`src/rtl/rr_pkg.sv`:
```
// Shared register-file definitions used by fetch, register read and register write-back.
`default_nettype none
package rr_pkg;
  localparam int DATA_W = 16;
  localparam int NREG   = 8;
  localparam int AW     = 3;

  localparam logic [0:0] WB_IDLE  = 1'b0;
  localparam logic [0:0] WB_BURST = 1'b1;

  localparam logic [AW-1:0] REG_PC = 3'd7;

  localparam logic [DATA_W-1:0] REG_INIT [NREG] = '{
    16'd1, 16'd2, 16'd3, 16'd4, 16'd5, 16'd6, 16'd7, 16'd0
  };
endpackage
`default_nettype wire

```
`src/rtl/register_writeback_if.sv`:
```
// Memory-stage write-back bus, read-stage ports and redirect outputs of the register file.
`default_nettype none
interface register_writeback_if;
  import rr_pkg::*;

  logic              wb_valid;
  logic              wb_ready;
  logic              wb_lm;
  logic [NREG-1:0]   wb_mask;
  logic [AW-1:0]     wb_rd;
  logic [DATA_W-1:0] wb_data;
  logic [AW-1:0]     rd_addr_a;
  logic [DATA_W-1:0] rd_data_a;
  logic [AW-1:0]     rd_addr_b;
  logic [DATA_W-1:0] rd_data_b;
  logic              redirect_valid;
  logic [DATA_W-1:0] redirect_pc;
  logic              flush;
  logic              busy;

  modport slave (
    input  wb_valid, wb_lm, wb_mask, wb_rd, wb_data, rd_addr_a, rd_addr_b,
    output wb_ready, rd_data_a, rd_data_b, redirect_valid, redirect_pc, flush, busy
  );

  modport master (
    output wb_valid, wb_lm, wb_mask, wb_rd, wb_data, rd_addr_a, rd_addr_b,
    input  wb_ready, rd_data_a, rd_data_b, redirect_valid, redirect_pc, flush, busy
  );
endinterface
`default_nettype wire

```
`src/rtl/lm_priority_enc.sv`:
```
// Lowest-set-bit encoder for the load-multiple register mask.
`default_nettype none
module lm_priority_enc
  import rr_pkg::*;
(
  input  logic [NREG-1:0] mask_i,
  output logic [AW-1:0]   idx_o,
  output logic [NREG-1:0] clr_o,
  output logic            last_o
);

  // Descending scan so the lowest set bit is the final assignment.
  always_comb begin
    idx_o = '0;
    for (int i = NREG - 1; i >= 0; i--) begin
      if (mask_i[i]) idx_o = AW'(i);
    end
  end

  assign clr_o  = mask_i & (~mask_i + NREG'(1));
  assign last_o = (mask_i != '0) && ((mask_i & (mask_i - NREG'(1))) == '0);

endmodule
`default_nettype wire

```
`src/rtl/register_writeback.sv`:
```
// Write-back end of the 8x16 register file: single writes, LM bursts, bypassed reads, R7 redirect.
`default_nettype none
module register_writeback
  import rr_pkg::*;
(
  input  logic clk,
  input  logic resetn,
  register_writeback_if.slave wb
);

  logic [DATA_W-1:0] regs_q [NREG];
  logic [0:0]        state_q, state_d;
  logic [NREG-1:0]   mask_q, mask_d;
  logic              redir_valid_q;
  logic [DATA_W-1:0] redir_pc_q;

  logic              accept;
  logic              wr_en;
  logic [AW-1:0]     wr_idx;
  logic [AW-1:0]     enc_idx;
  logic [NREG-1:0]   enc_clr;
  logic              enc_last;

  lm_priority_enc u_enc (
    .mask_i (mask_q),
    .idx_o  (enc_idx),
    .clr_o  (enc_clr),
    .last_o (enc_last)
  );

  assign wb.wb_ready = 1'b1;
  assign accept      = wb.wb_valid && wb.wb_ready;

  always_comb begin
    state_d = state_q;
    mask_d  = mask_q;
    wr_en   = 1'b0;
    wr_idx  = wb.wb_rd;
    if (state_q == WB_IDLE) begin
      if (accept && wb.wb_lm) begin
        mask_d  = wb.wb_mask;
        state_d = (wb.wb_mask != '0) ? WB_BURST : WB_IDLE;
      end else begin
        wr_en = accept;
      end
    end else begin
      wr_idx = enc_idx;
      wr_en  = accept;
      if (accept) begin
        mask_d = mask_q & ~enc_clr;
        if (enc_last) state_d = WB_IDLE;
      end
    end
  end

  always_ff @(posedge clk or negedge resetn) begin
    if (!resetn) begin
      for (int i = 0; i < NREG; i++) regs_q[i] <= REG_INIT[i];
    end else if (wr_en) begin
      regs_q[wr_idx] <= wb.wb_data;
    end
  end

  always_ff @(posedge clk or negedge resetn) begin
    if (!resetn) begin
      state_q       <= WB_IDLE;
      mask_q        <= '0;
      redir_valid_q <= 1'b0;
      redir_pc_q    <= '0;
    end else begin
      state_q       <= state_d;
      mask_q        <= mask_d;
      redir_valid_q <= wr_en && (wr_idx == REG_PC);
      if (wr_en && (wr_idx == REG_PC)) redir_pc_q <= wb.wb_data;
    end
  end

  // Same-cycle bypass; LM headers never assert wr_en so they cannot bypass.
  assign wb.rd_data_a = (wr_en && (wr_idx == wb.rd_addr_a)) ? wb.wb_data : regs_q[wb.rd_addr_a];
  assign wb.rd_data_b = (wr_en && (wr_idx == wb.rd_addr_b)) ? wb.wb_data : regs_q[wb.rd_addr_b];

  assign wb.redirect_valid = redir_valid_q;
  assign wb.redirect_pc    = redir_pc_q;
  assign wb.flush          = redir_valid_q;
  assign wb.busy           = (state_q == WB_BURST);

endmodule
`default_nettype wire

```
`src/flat_wrapper.sv`:
```
// flat-port wrapper written by rule: the top's interface ports become plain ports
module register_writeback_flat import rr_pkg::*;
  (clk, resetn, wb_wb_valid, wb_wb_lm, wb_wb_mask, wb_wb_rd, wb_wb_data, wb_rd_addr_a, wb_rd_addr_b, wb_wb_ready, wb_rd_data_a, wb_rd_data_b, wb_redirect_valid, wb_redirect_pc, wb_flush, wb_busy);
  register_writeback_if wb_i ();
  input  logic clk;
  input  logic resetn;
  input wire logic [$bits(wb_i.wb_valid)-1:0] wb_wb_valid;
  input wire logic [$bits(wb_i.wb_lm)-1:0] wb_wb_lm;
  input wire logic [$bits(wb_i.wb_mask)-1:0] wb_wb_mask;
  input wire logic [$bits(wb_i.wb_rd)-1:0] wb_wb_rd;
  input wire logic [$bits(wb_i.wb_data)-1:0] wb_wb_data;
  input wire logic [$bits(wb_i.rd_addr_a)-1:0] wb_rd_addr_a;
  input wire logic [$bits(wb_i.rd_addr_b)-1:0] wb_rd_addr_b;
  output wire logic [$bits(wb_i.wb_ready)-1:0] wb_wb_ready;
  output wire logic [$bits(wb_i.rd_data_a)-1:0] wb_rd_data_a;
  output wire logic [$bits(wb_i.rd_data_b)-1:0] wb_rd_data_b;
  output wire logic [$bits(wb_i.redirect_valid)-1:0] wb_redirect_valid;
  output wire logic [$bits(wb_i.redirect_pc)-1:0] wb_redirect_pc;
  output wire logic [$bits(wb_i.flush)-1:0] wb_flush;
  output wire logic [$bits(wb_i.busy)-1:0] wb_busy;
  assign wb_i.wb_valid = wb_wb_valid;
  assign wb_i.wb_lm = wb_wb_lm;
  assign wb_i.wb_mask = wb_wb_mask;
  assign wb_i.wb_rd = wb_wb_rd;
  assign wb_i.wb_data = wb_wb_data;
  assign wb_i.rd_addr_a = wb_rd_addr_a;
  assign wb_i.rd_addr_b = wb_rd_addr_b;
  assign wb_wb_ready = wb_i.wb_ready;
  assign wb_rd_data_a = wb_i.rd_data_a;
  assign wb_rd_data_b = wb_i.rd_data_b;
  assign wb_redirect_valid = wb_i.redirect_valid;
  assign wb_redirect_pc = wb_i.redirect_pc;
  assign wb_flush = wb_i.flush;
  assign wb_busy = wb_i.busy;
  register_writeback u_core (.clk(clk), .resetn(resetn), .wb(wb_i));
endmodule
```
`config.mk`:
```
export PLATFORM = sky130hd
export DESIGN_NAME = register_writeback_flat
export DESIGN_NICKNAME = d
export VERILOG_FILES = /design/src/rtl/rr_pkg.sv /design/src/rtl/register_writeback_if.sv /design/src/rtl/lm_priority_enc.sv /design/src/rtl/register_writeback.sv /design/src/flat_wrapper.sv
export SDC_FILE = /design/constraint.sdc
export NUM_CORES = 1
export LEC_CHECK = 0
export ABC_AREA = 1
export CORE_MARGIN = 8
export CORE_UTILIZATION = 55
export DETAILED_ROUTE_END_ITERATION = 7
export PLACE_DENSITY = 0.82
export SLEW_MARGIN = 20
export SYNTH_ARGS = -nofsm -noshare
export SYNTH_HDL_FRONTEND = slang
export SYNTH_SLANG_ARGS = --single-unit
```
`constraint.sdc`:
```
create_clock -name clk -period 4.1 [get_ports clk]
set_input_delay 1.025 -clock clk [delete_from_list [all_inputs] [get_ports clk]]
set_output_delay 1.025 -clock clk [all_outputs]
set_load 0.05 [all_outputs]
```
-- Word-level counts from Yosys, hierarchy flattened
Cells that the tools add are included.
- $add $sub $neg: 2
- order comparisons: 4
- eq/ne operators: 4
- muxes and demuxes: 30
- bitwise operators: 8
- reductions and logical operators: 11
- operators with widths (operator ; count):
    128-bit bitwise mux ; 1
    16-bit 2-to-1 mux ; 7
    16-bit binary-select mux with 3-bit select ; 2
    16-bit demux with 3-bit select ; 1
    3-bit 2-to-1 mux ; 9
    8-bit AND ; 3
    8-bit 2-to-1 mux ; 3
    8-bit NOT ; 2
    8-bit nonzero test ; 2
    4-bit >= comparator (second input constant) ; 3
    3-bit NOT with 4-bit output ; 3
    8-bit by 1-bit adder with 8-bit output (second input constant) ; 1
    8-bit logical NOT ; 1
    8-bit by 1-bit subtractor with 8-bit output (second input constant) ; 1
    1-bit 2-to-1 mux ; 7
    3-bit equality test ; 2
    1-bit logical AND ; 6
    4-bit by 1-bit less-than comparator with 1-bit output (second input constant) ; 1
    3-bit equality test (second input constant) ; 1
    2-bit inequality test (second input constant) ; 1
    2-bit AND reduction ; 1
    2-bit nonzero test ; 1
- bits in registers: 154
- bits of input ports: 37
- output and inout port bits: 52
- logic and storage cells: 71

-- Depth between registers and ports, before layout
Gate-level depths: netlist (run 1).
- word-level depth: 15
- gate-level depth with buffers: 15
- gate-level depth less buffers: 14

-- Modules after synthesis
Synthesis (run 1) repeated with hierarchy kept, for this count alone.
- cell total of the unflattened synthesis: 1468
- area, all modules: 9560.4 um^2
- modules (own cells, without submodules) (module ; times used ; cells each ; area each (um^2) ; sequential area each (um^2)):
    register_writeback ; 1 ; 1421 ; 9335.2 ; 3868.7
    lm_priority_enc ; 1 ; 47 ; 225.2 ; 0.0

-- Worst setup path after synthesis (run 1)
No wires, ideal clock.
- kind: input to output
- start: in wb_rd_addr_a[1]
- end: out wb_rd_data_a[1]
- arrival: 2350 ps
- data required time: 3075 ps
- setup slack: 725 ps
- stages: 9
- path buffers: 3
- cells stage by stage: buf_2 inv_1 buf_2 clkbuf_1 a21oi_1 o21ai_0 a31oi_1 nand2_1 nand2_1
- word-level cells in the longest chain between the ends: 5
- elaborated cells on any way between the ends: 7
- those cells by class: eq/ne: 1; mux: 4; bitwise: 1; reduce/logical: 1
- ends and longest elaborated chain (element ; line ; RTL):
    from (decl) ; flat_wrapper.sv:12 ; input wire logic [$bits(wb_i.rd_addr_a)-1:0] wb_rd_addr_a;
    3-bit NOT with 4-bit output (implied by the code) ; register_writeback.sv:79 ; assign wb.rd_data_a = (wr_en && (wr_idx == wb.rd_addr_a)) ? wb.wb_data : regs_q[wb.rd_addr_a];
    16-bit binary-select mux with 3-bit select ; register_writeback.sv:79 ;
    16-bit 2-to-1 mux (implied by the code) (2 in a row) ; register_writeback.sv:79 ;
    16-bit 2-to-1 mux (*) ; register_writeback.sv:79 ;
    to (decl) ; flat_wrapper.sv:15 ; output wire logic [$bits(wb_i.rd_data_a)-1:0] wb_rd_data_a;
Every way passes the cells marked *; elsewhere a longest branch is shown, timed or not. The select of a mux whose other input is x is not followed.

-- Worst setup path after layout (run 1)
- start: in wb_rd_addr_b[1]
- end: out wb_rd_data_b[9]
- word-level cells in the longest chain between the ends: 5
- elaborated cells on any way between the ends: 7
- those cells by class: eq/ne: 1; mux: 4; bitwise: 1; reduce/logical: 1
- ends and longest elaborated chain (element ; line ; RTL):
    from (decl) ; flat_wrapper.sv:13 ; input wire logic [$bits(wb_i.rd_addr_b)-1:0] wb_rd_addr_b;
    3-bit NOT with 4-bit output (implied by the code) ; register_writeback.sv:80 ; assign wb.rd_data_b = (wr_en && (wr_idx == wb.rd_addr_b)) ? wb.wb_data : regs_q[wb.rd_addr_b];
    16-bit binary-select mux with 3-bit select ; register_writeback.sv:80 ;
    16-bit 2-to-1 mux (implied by the code) (2 in a row) ; register_writeback.sv:80 ;
    16-bit 2-to-1 mux (*) ; register_writeback.sv:80 ;
    to (decl) ; flat_wrapper.sv:16 ; output wire logic [$bits(wb_i.rd_data_b)-1:0] wb_rd_data_b;
Marks and branches as above.

==> flow_metrics.env, run 1 <==
export IMPL_setup_viol=0
export IMPL_coreArea_sq_um=15700
export IMPL_arrival_ps=2900
export IMPL_timing_fmax_mhz=255
export IMPL_synth_common_cells="nand2_1 (293), o21ai_0 (166), dfrtp_1 (142), a21oi_1 (133), o21ai_1 (113)"
export IMPL_syn_to_final_growth_pct=17.9
export IMPL_seqCellArea_sq_um=3870
export IMPL_vias=8584
export IMPL_cp_end_kind="output pin"
export IMPL_cts_sinks=154
export IMPL_path_clk_slew_ps=60
export IMPL_portBuffers=87
export IMPL_vias_per_cell=5.90
export IMPL_io_pins=89
export IMPL_pre_cts_slack_ps=196
export IMPL_numCtsBuffers=17
export IMPL_tightest_slew_ps=1020
export IMPL_drive_gt1_share_pct=11.1
export IMPL_synth_most_common_cell="nand2_1"
export IMPL_postRouteAntennaNets=0
export IMPL_wl_per_cell_microns=17.5
export IMPL_yosysUniqueCellTypes=36
export IMPL_outcome="completed"
export IMPL_multiInputGateArea_sq_um=3960
export IMPL_busiest_layer="met2"
export IMPL_final_nets=1264
export IMPL_met3_usage_pct=5.51
export IMPL_grt_ovfl_total=0
export IMPL_maxCapViolations=0
export IMPL_max_slew_margin_pct=31.9
export IMPL_fin_crit_ps=3920
export IMPL_rsz0062_at_grt="false"
export IMPL_start_kind="input port"
export IMPL_die_area_sq_um=20000
export IMPL_grt_pass1_wl_microns=41500
export IMPL_ys_ff_latch=154
export IMPL_critPathRequiredTime_ps=3070
export IMPL_fin_area_sq_um=10200
export IMPL_grtUsageTotal_pct=25.9
export IMPL_syn_inst=1179
export IMPL_skew_ps=7.10
export IMPL_synth_edf_count=0
export IMPL_layout_setup_ws_ps=176
export IMPL_hpwlAfterDp_microns=16700
export IMPL_finalCritPeriodShare_pct=95.7
export IMPL_ir_worst_vdd_mv=0.591
export IMPL_n_antenna_cell=0
export IMPL_drtPass1Iterations=7
export IMPL_grt_pass1_vias=8322
export IMPL_drc_errors=0
export IMPL_async_reset_ff_share_pct=100
export IMPL_routed_wl_microns=25500
export IMPL_avgSynthCellArea_sq_um=7.36
export IMPL_hold_viol=0
export IMPL_placed_cell_area_sq_um=9660
export IMPL_whs_ps=472
export IMPL_cts_tree="built"
export IMPL_maxSlewViolCount=0
export IMPL_total_power_uw=7860
export IMPL_ys_seq_area_share_pct=44.6
export IMPL_htree_levels=4
export IMPL_cts_root_buf="clkbuf_16"
export IMPL_holdBufCountCts=0
export IMPL_fp_dieH_microns=142
export IMPL_cts_setup_buffers=0
export IMPL_path_max_fanout=49
export IMPL_ys_warn_count=0
export IMPL_initial_core_util_pct=55.4
export IMPL_cts_resized=0
export IMPL_antenna_found_initial=0
export IMPL_clockBufferDepth=2
export IMPL_syn_area_sq_um=8680
export IMPL_use_met2_pct=43.4
export IMPL_yosys_area_top_type="dfrtp_1"
export IMPL_fp_dieW_microns=142
export IMPL_clk_latency_ps=430
export IMPL_gp_congestion=0.921
export IMPL_drt_iter0_drc=826
export IMPL_p_leak_uw=0.00472
export IMPL_hp_class="reg2reg"
export IMPL_gr_usage_met1_pct=30.8
export IMPL_synth_area_leaders="dfrtp_1 (41%), nand2_1 (13%), o21ai_0 (9.6%)"
export IMPL_num_rows=46
export IMPL_synth_ff_type="dfrtp_1"
export IMPL_n_fill_cell=1315
export IMPL_powerDensity_nw_per_um2=768
export IMPL_setup_tns_final_ps=0
export IMPL_syn_nets=1216
export IMPL_path_class="in2out"
export IMPL_grt_start_max_net_pins=82
export IMPL_synth_top_cell_area_share_pct=41.0
==> path summary, 6_finish.rpt <==
check	from	to	slack, ps	cells past startpoint
setup reg to reg	u_core.wb.busy	u_core.regs_q[45]	1660	9
hold reg to reg	u_core.regs_q[34]	u_core.regs_q[34]	470	2
max in group asynchronous	resetn	u_core.regs_q[50]	2640	2
min in group asynchronous	resetn	u_core.regs_q[127]	580	1
hold / removal	u_core.regs_q[34]	u_core.regs_q[34]	470	2
setup / recovery	wb_rd_addr_b[1]	wb_rd_data_b[9]	180	10
==> cells in the final DEF, fill, tap and decap left out, drive strengths merged <==
master         synthesis  layout
inv                  113     113
o21a                   1       1
clkbuf                32      23
a21oi                135     135
a31oi                 32      32
and2                   1       1
dfstp                 12      12
nand3                 27      27
clkdlybuf4s50          0      52
dfrtp                142     142
buf                   53      62
o211ai                 1       1
xor2                   1       1
nand4                 17      17
conb                   1       1
clkinv                 1       5
clkinvlp               0       4
nor4                   2       2
nand2                302     302
bufinv                 0       1
o21ai                288     288
nor3                   3       3
o22ai                  1       1
nor2                  14      14
==> where the power goes <==
| part | internal [uW] | switching (uW) | total, uW |
|---|---|---|---|
| clock network | 884 | 633 | 1520 |
| logic | 1210 | 2470 | 3680 |
| registers | 2240 | 414 | 2660 |
==> cell families after synthesis <==
kind of cell / Yosys count / share of synthesized area (%)
flops: 154 / 44.6
simple gates: 366 / 17.9
xor+xnor: 1 / 0.188
buf+inv: 199 / 9.76
other cells: 1 / 0.0432
compound gates: 458 / 27.5
==> area by class of cell <==
type | instances | area share [%]
Tap cell | 216 | 2.64
Multi-Input combinational cell | 826 | 38.7
Sequential cell | 154 | 37.8
Clock inverter | 9 | 0.893
Timing Repair Buffer | 114 | 11.1
Clock buffer | 23 | 4.67
Inverter | 114 | 4.18
==> per-layer routing <==
metal	up-vias	part of all wire [%]
met3	79	7.0
met2	391	49
met1	4062	39
met5	-	0
met4	0	4.5
li1	4052	-
==> critical path, cell delays in order <==
cell	delay, ps
clkdlybuf4s50_1	490
inv_1	80
buf_12	200
nand2_1	90
nand3_1	100
nor2_4	230
nand2_2	270
nand2_1	140
nand2_1	60
buf_4	180
==> registers in the layout (all words and copies together) (netlist names) <==
signal,count
u_core.regs_q,128
u_core.wb.flush,1
u_core.wb.redirect_pc,16
u_core.wb.busy,1
u_core.mask_q,8
==> through the flow <==
stage	std cells	util [%]
2_1_floorplan	1179	-
3_3_place_gp	1424	61.7
3_5_place_dp	1424	61.7
4_1_cts	1456	65.4
5_1_grt	1456	65.4
6_report	1456	65.4
Power figures use the tool's default switching activity.
==> inputs of run 2 (changes only) <==
--- a/config.mk
+++ b/config.mk
@@ -7,9 +7,9 @@
 export LEC_CHECK = 0
 export ABC_AREA = 1
 export CORE_MARGIN = 8
-export CORE_UTILIZATION = 55
+export CORE_UTILIZATION = 30
 export DETAILED_ROUTE_END_ITERATION = 7
-export PLACE_DENSITY = 0.82
+export PLACE_DENSITY = 0.52
 export SLEW_MARGIN = 20
 export SYNTH_ARGS = -nofsm -noshare
 export SYNTH_HDL_FRONTEND = slang
==> run 2 against run 1 <==
Net effect: setup slack worse by 6.2 ps; worst hold slack better by 5.9 ps; global-route usage decreased by 9.2 points; largest cell class unchanged; die area rose by 73%; cell area grew 1.7%; wire length rose by 12%.
==> flow_metrics.env, run 2 (synthesized netlist as in run 1, its figures left out) <==
export IMPL_timing_fmax_mhz=254
export IMPL_powerDensity_nw_per_um2=754
export IMPL_maxSlewViolCount=0
export IMPL_grt_start_max_net_pins=98
export IMPL_crit_path_frequent_cell="nand2_1"
export IMPL_io_pins=89
export IMPL_switching_share_pct=45.5
export IMPL_hold_viol=0
export IMPL_ff2ff_path_depth=9
export IMPL_clk_latency_ps=440
export IMPL_drc_errors=0
export IMPL_path_clk_slew_ps=70
export IMPL_cts_tree="built"
export IMPL_grt_pass1_wl_microns=45400
export IMPL_hp_class="reg2reg"
export IMPL_final_nets=1269
export IMPL_layout_setup_ws_ps=170
export IMPL_path_cells="clkdlybuf4s50_1, inv_1, buf_12, a21oi_1, o21ai_0, nand2_1, a21oi_1, a31oi_1, nand2_1, nand2_1, buf_4"
export IMPL_die_area_sq_um=34600
export IMPL_finalCritPeriodShare_pct=95.9
export IMPL_start_kind="input port"
export IMPL_cp_depth=11
export IMPL_wl_per_cell_microns=17.5
export IMPL_syn_to_final_growth_pct=19.9
export IMPL_critPathLaunch="wb_rd_addr_a[1]"
export IMPL_postRouteAntennaNets=0
export IMPL_setup_tns_final_ps=0
export IMPL_grt_ovfl_total=0
export IMPL_crit_path_end="wb_rd_data_a[1]"
export IMPL_outcome="completed"
export IMPL_critical_path_buf_inv_count=4
export IMPL_whs_ps=478
export IMPL_hpwlAfterDp_microns=19200
export IMPL_htree_levels=4
export IMPL_holdBufCountCts=0
export IMPL_drt_iter0_drc=662
export IMPL_largest_reg_flops=128
export IMPL_routed_wl_microns=28500
export IMPL_critPathRequiredTime_ps=3070
export IMPL_internal_power_uw=4280
export IMPL_portBuffers=87
export IMPL_numCtsBuffers=17
export IMPL_cp_end_kind="output pin"
export IMPL_rsz0062_at_grt="false"
export IMPL_layout_common_cells="nand2_1 (293), o21ai_0 (166), dfrtp_1 (142)"
export IMPL_path_max_fanout=43
export IMPL_p_leak_uw=0.00473
export IMPL_cts_root_buf="clkbuf_16"
export IMPL_path_class="in2out"
export IMPL_vias=8199
export IMPL_gp_congestion=0.818
export IMPL_coreArea_sq_um=28600
export IMPL_max_slew_margin_pct=55.5
export IMPL_cts_setup_buffers=0
export IMPL_antenna_found_initial=0
export IMPL_n_antenna_cell=0
export IMPL_tightest_slew_ps=667
export IMPL_r2r_setup_slack_ps=1770
export IMPL_num_rows=62
export IMPL_final_common_cell="nand2_1"
export IMPL_r2r_start="u_core.wb.busy"
export IMPL_cts_resized=0
export IMPL_pwr_share_seq_pct=33.6
export IMPL_skew_ps=16.4
export IMPL_crit_family="buffers and inverters"
export IMPL_drtPass1Iterations=5
export IMPL_drive_gt1_share_pct=11.7
export IMPL_rr_endpoint="u_core.regs_q[10]"
export IMPL_p_sw_uw=3570
export IMPL_comb_power_share_pct=46.1
export IMPL_fin_crit_ps=3930
export IMPL_initial_core_util_pct=30.3
export IMPL_cp_slowest_cell="clkdlybuf4s50_1"
export IMPL_cts_sinks=154
export IMPL_maxCapViolations=0
export IMPL_top_register="u_core.regs_q"
export IMPL_ir_worst_vdd_mv=0.285
export IMPL_cp_slowest_stage_delay_ps=430
export IMPL_power_frac_clock_pct=20.3
export IMPL_grtUsageTotal_pct=16.7
export IMPL_fp_dieH_microns=186
export IMPL_clockBufferDepth=2
export IMPL_fp_dieW_microns=186
export IMPL_arrival_ps=2900
export IMPL_vias_per_cell=5.03
export IMPL_pre_cts_slack_ps=209
export IMPL_setup_viol=0
export IMPL_grt_pass1_vias=8032
## run 2: cell types whose count changed in the layout (fill, tap and decap cells not counted), sizes merged
| cell | delta |
|---|---|
| inv | +6 |
| clkbuf | -4 |
| buf | +5 |
| clkinvlp | -1 |
| clkinv | -1 |
## run 2: how the worst min path moves through the flow
stage,start,endpoint,slack (ps),cells past startpoint
2_1_floorplan,u_core.regs_q[66],u_core.regs_q[66],450,2
5_1_grt,u_core.regs_q[18],u_core.regs_q[18],490,2
6_report,u_core.regs_q[97],u_core.regs_q[97],480,2
3_3_place_gp,u_core.regs_q[34],u_core.regs_q[34],460,2
3_5_place_dp,u_core.regs_q[34],u_core.regs_q[34],470,2
4_1_cts,u_core.regs_q[34],u_core.regs_q[34],480,2
## run 2: metrics by stage
| stage | instance area, sq um | instances | util (%) | power (uW) |
|---|---|---|---|---|
| 3_3_place_gp | 9820 | 1597 | 34.3 | 6240 |
| 4_1_cts | 10400 | 1629 | 36.3 | 7920 |
| 3_5_place_dp | 9820 | 1597 | 34.3 | 6300 |
| 6_report | 10400 | 1629 | 36.3 | 7850 |
| 2_1_floorplan | 8680 | 1179 | - | 5210 |
| 5_1_grt | 10400 | 1629 | 36.3 | 8450 |
## run 2: final cells by class
cell class              count  area (sq um)
clock inverters            13           130
clock buffers              19           453
repair buffers            119          1080
multi-input cells         826          3960
flip-flops and latches    154          3870
inverters                 114           428
fillers                  3064         18200
well taps                 384           480
## run 2: routing by layer
metal | part of all wire, % | wire (microns) | track usage, % | up-vias
li1 | - | - | - | 4060
met1 | 46 | 13200 | 21.8 | 3937
met2 | 48 | 13700 | 28.2 | 177
met3 | 4.1 | 1170 | 2.93 | 25
met4 | 1.4 | 397 | 4.00 | 0
met5 | 0 | 0 | 0 | -
## run 2: power by group through the flow
stage          sequential (uW)  clock [uW]  combinational [uW]
2_1_floorplan             2870           0                2340
3_3_place_gp              2640           0                3600
3_5_place_dp              2660           0                3650
4_1_cts                   2630        1630                3660
5_1_grt                   2730        1690                4030
6_report                  2640        1590                3620
## run 2: tightest hold or removal path, stage by stage, from the launching register on
cell,delay (ps)
dfstp_2,370
nand2_1,50
o21ai_1,50
==> inputs of run 3 (changes only) <==
--- a/config.mk
+++ b/config.mk
@@ -9,7 +9,8 @@
 export CORE_MARGIN = 8
 export CORE_UTILIZATION = 30
 export DETAILED_ROUTE_END_ITERATION = 7
-export PLACE_DENSITY = 0.52
+export DONT_BUFFER_PORTS = 1
+export PLACE_DENSITY = 0.48
 export SLEW_MARGIN = 20
 export SYNTH_ARGS = -nofsm -noshare
 export SYNTH_HDL_FRONTEND = slang
==> run 3 against run 2 <==
Net effect: critical path depth did not move; total power rose by 0.34%; clock skew fell by 6.6 ps; wire length rose by 3.2%; register-to-register slack barely moved; non-clock buffer count fell by 69; combinational power fell by 10%; clock power rose by 4%; clock-buffer cell count rose by 3; worst hold slack got worse by 190 ps; critical path type is now reg2out.
==> flow_metrics.env, run 3 (synthesized netlist as in run 1, its figures left out) <==
export IMPL_outcome="completed"
export IMPL_grt_pass1_wl_microns=46300
export IMPL_critPathRequiredTime_ps=3070
export IMPL_cts_root_buf="clkbuf_16"
export IMPL_io_pins=89
export IMPL_cts_sinks=154
export IMPL_portBuffers=0
export IMPL_setup_viol=0
export IMPL_hold_viol=0
export IMPL_p_leak_uw=0.00452
export IMPL_grt_pass1_vias=8017
export IMPL_path_class="reg2out"
export IMPL_num_rows=62
export IMPL_grt_start_max_net_pins=155
export IMPL_cts_resized=0
export IMPL_largest_reg_flops=128
export IMPL_path_max_fanout=17
export IMPL_path_cells="nor2_2, o21ai_1, nand2_1, nand2_1, nand2_1, nand2_1, nor2_8, nand3_4, nand2_1, nand2_1, buf_4"
export IMPL_final_common_cell="nand2_1"
export IMPL_cts_tree="built"
export IMPL_grtUsageTotal_pct=17.3
export IMPL_numCtsBuffers=17
export IMPL_ir_worst_vdd_mv=0.308
export IMPL_critical_path_buf_inv_count=1
export IMPL_gp_congestion=0.847
export IMPL_drt_iter0_drc=723
export IMPL_initial_core_util_pct=30.3
export IMPL_drtPass1Iterations=5
export IMPL_drive_gt1_share_pct=10.7
export IMPL_cp_slowest_stage_delay_ps=400
export IMPL_finalCritPeriodShare_pct=88.9
export IMPL_powerDensity_nw_per_um2=791
export IMPL_holdBufCountCts=0
export IMPL_layout_common_cells="nand2_1 (293), o21ai_0 (166), dfrtp_1 (142)"
export IMPL_vias_per_cell=5.18
export IMPL_cp_depth=11
export IMPL_final_nets=1200
export IMPL_timing_fmax_mhz=274
export IMPL_max_slew_margin_pct=41.7
export IMPL_rsz0062_at_grt="false"
export IMPL_fp_dieH_microns=186
export IMPL_fin_crit_ps=3640
export IMPL_skew_ps=9.83
export IMPL_hpwlAfterDp_microns=19100
export IMPL_cp_slowest_cell="dfrtp_1"
export IMPL_coreArea_sq_um=28600
export IMPL_routed_wl_microns=29400
export IMPL_crit_path_frequent_cell="nand2_1"
export IMPL_clockBufferDepth=2
export IMPL_die_area_sq_um=34600
export IMPL_drc_errors=0
export IMPL_syn_to_final_growth_pct=14.8
export IMPL_vias=8088
export IMPL_clk_latency_ps=430
export IMPL_arrival_ps=2620
export IMPL_tightest_slew_ps=875
export IMPL_antenna_found_initial=0
export IMPL_wl_per_cell_microns=18.9
export IMPL_start_kind="register"
export IMPL_crit_family="simple AND/OR/NAND/NOR gates"
export IMPL_top_register="u_core.regs_q"
export IMPL_maxSlewViolCount=0
export IMPL_n_fill_cell=3014
export IMPL_postRouteAntennaNets=0
export IMPL_fp_dieW_microns=186
export IMPL_whs_ps=288
export IMPL_path_clk_slew_ps=60
export IMPL_htree_levels=4
export IMPL_n_antenna_cell=0
export IMPL_setup_tns_final_ps=0
export IMPL_cts_setup_buffers=0
export IMPL_cp_end_kind="output pin"
export IMPL_grt_ovfl_total=0
export IMPL_hp_class="in2async"
export IMPL_maxCapViolations=0
export IMPL_ff2ff_path_depth=11
-- run 3: final timing paths --
path / start / end / slack [ps]
max in group asynchronous: resetn / u_core.regs_q[16] / 3410
worst max register to register: u_core.mask_q[0] / u_core.regs_q[45] / 1780
worst max-delay path: u_core.mask_q[3] / wb_rd_data_a[14] / 460
worst min-delay path: resetn / u_core.mask_q[5] / 290
worst min register to register: u_core.regs_q[97] / u_core.regs_q[97] / 480
min in group clk: u_core.regs_q[97] / u_core.regs_q[97] / 480
-- run 3: power by group --
group / switching (uW) / leakage (uW) / internal (uW) / total, uW
Sequential: 735 / 0.00190 / 2240 / 2970
Combinational: 2120 / 0.00233 / 1120 / 3250
Clock: 664 / 0.000291 / 994 / 1660
-- run 3: layout make-up --
cell class / instances / area (sq um) / area share, %
multi-input cells: 826 / 3960 / 39.8
flip-flops and latches: 154 / 3870 / 38.9
repair buffers: 50 / 613 / 6.16
well taps: 384 / 480 / 4.83
clock buffers: 22 / 464 / 4.66
inverters: 114 / 428 / 4.30
clock inverters: 10 / 141 / 1.42
-- run 3: layer usage --
metal | global-route usage [%] | share of wire (%) | vias to the layer above
met5 | 0 | 0 | -
met4 | 5.87 | 2.2 | 0
met3 | 2.87 | 5.6 | 41
met2 | 28.5 | 48 | 236
met1 | 22.8 | 45 | 3894
li1 | - | - | 3917
-- run 3: through the flow --
step | power (uW) | setup slack (ps) | util, % | instances | cell area (sq um)
3_3_place_gp | 6210 | 581 | 32.7 | 1528 | 9350
2_1_floorplan | 5210 | 725 | - | 1179 | 8680
6_report | 7880 | 456 | 34.8 | 1560 | 9960
5_1_grt | 8410 | 258 | 34.8 | 1560 | 9960
4_1_cts | 7930 | 395 | 34.8 | 1560 | 9960
3_5_place_dp | 6250 | 582 | 32.7 | 1528 | 9350
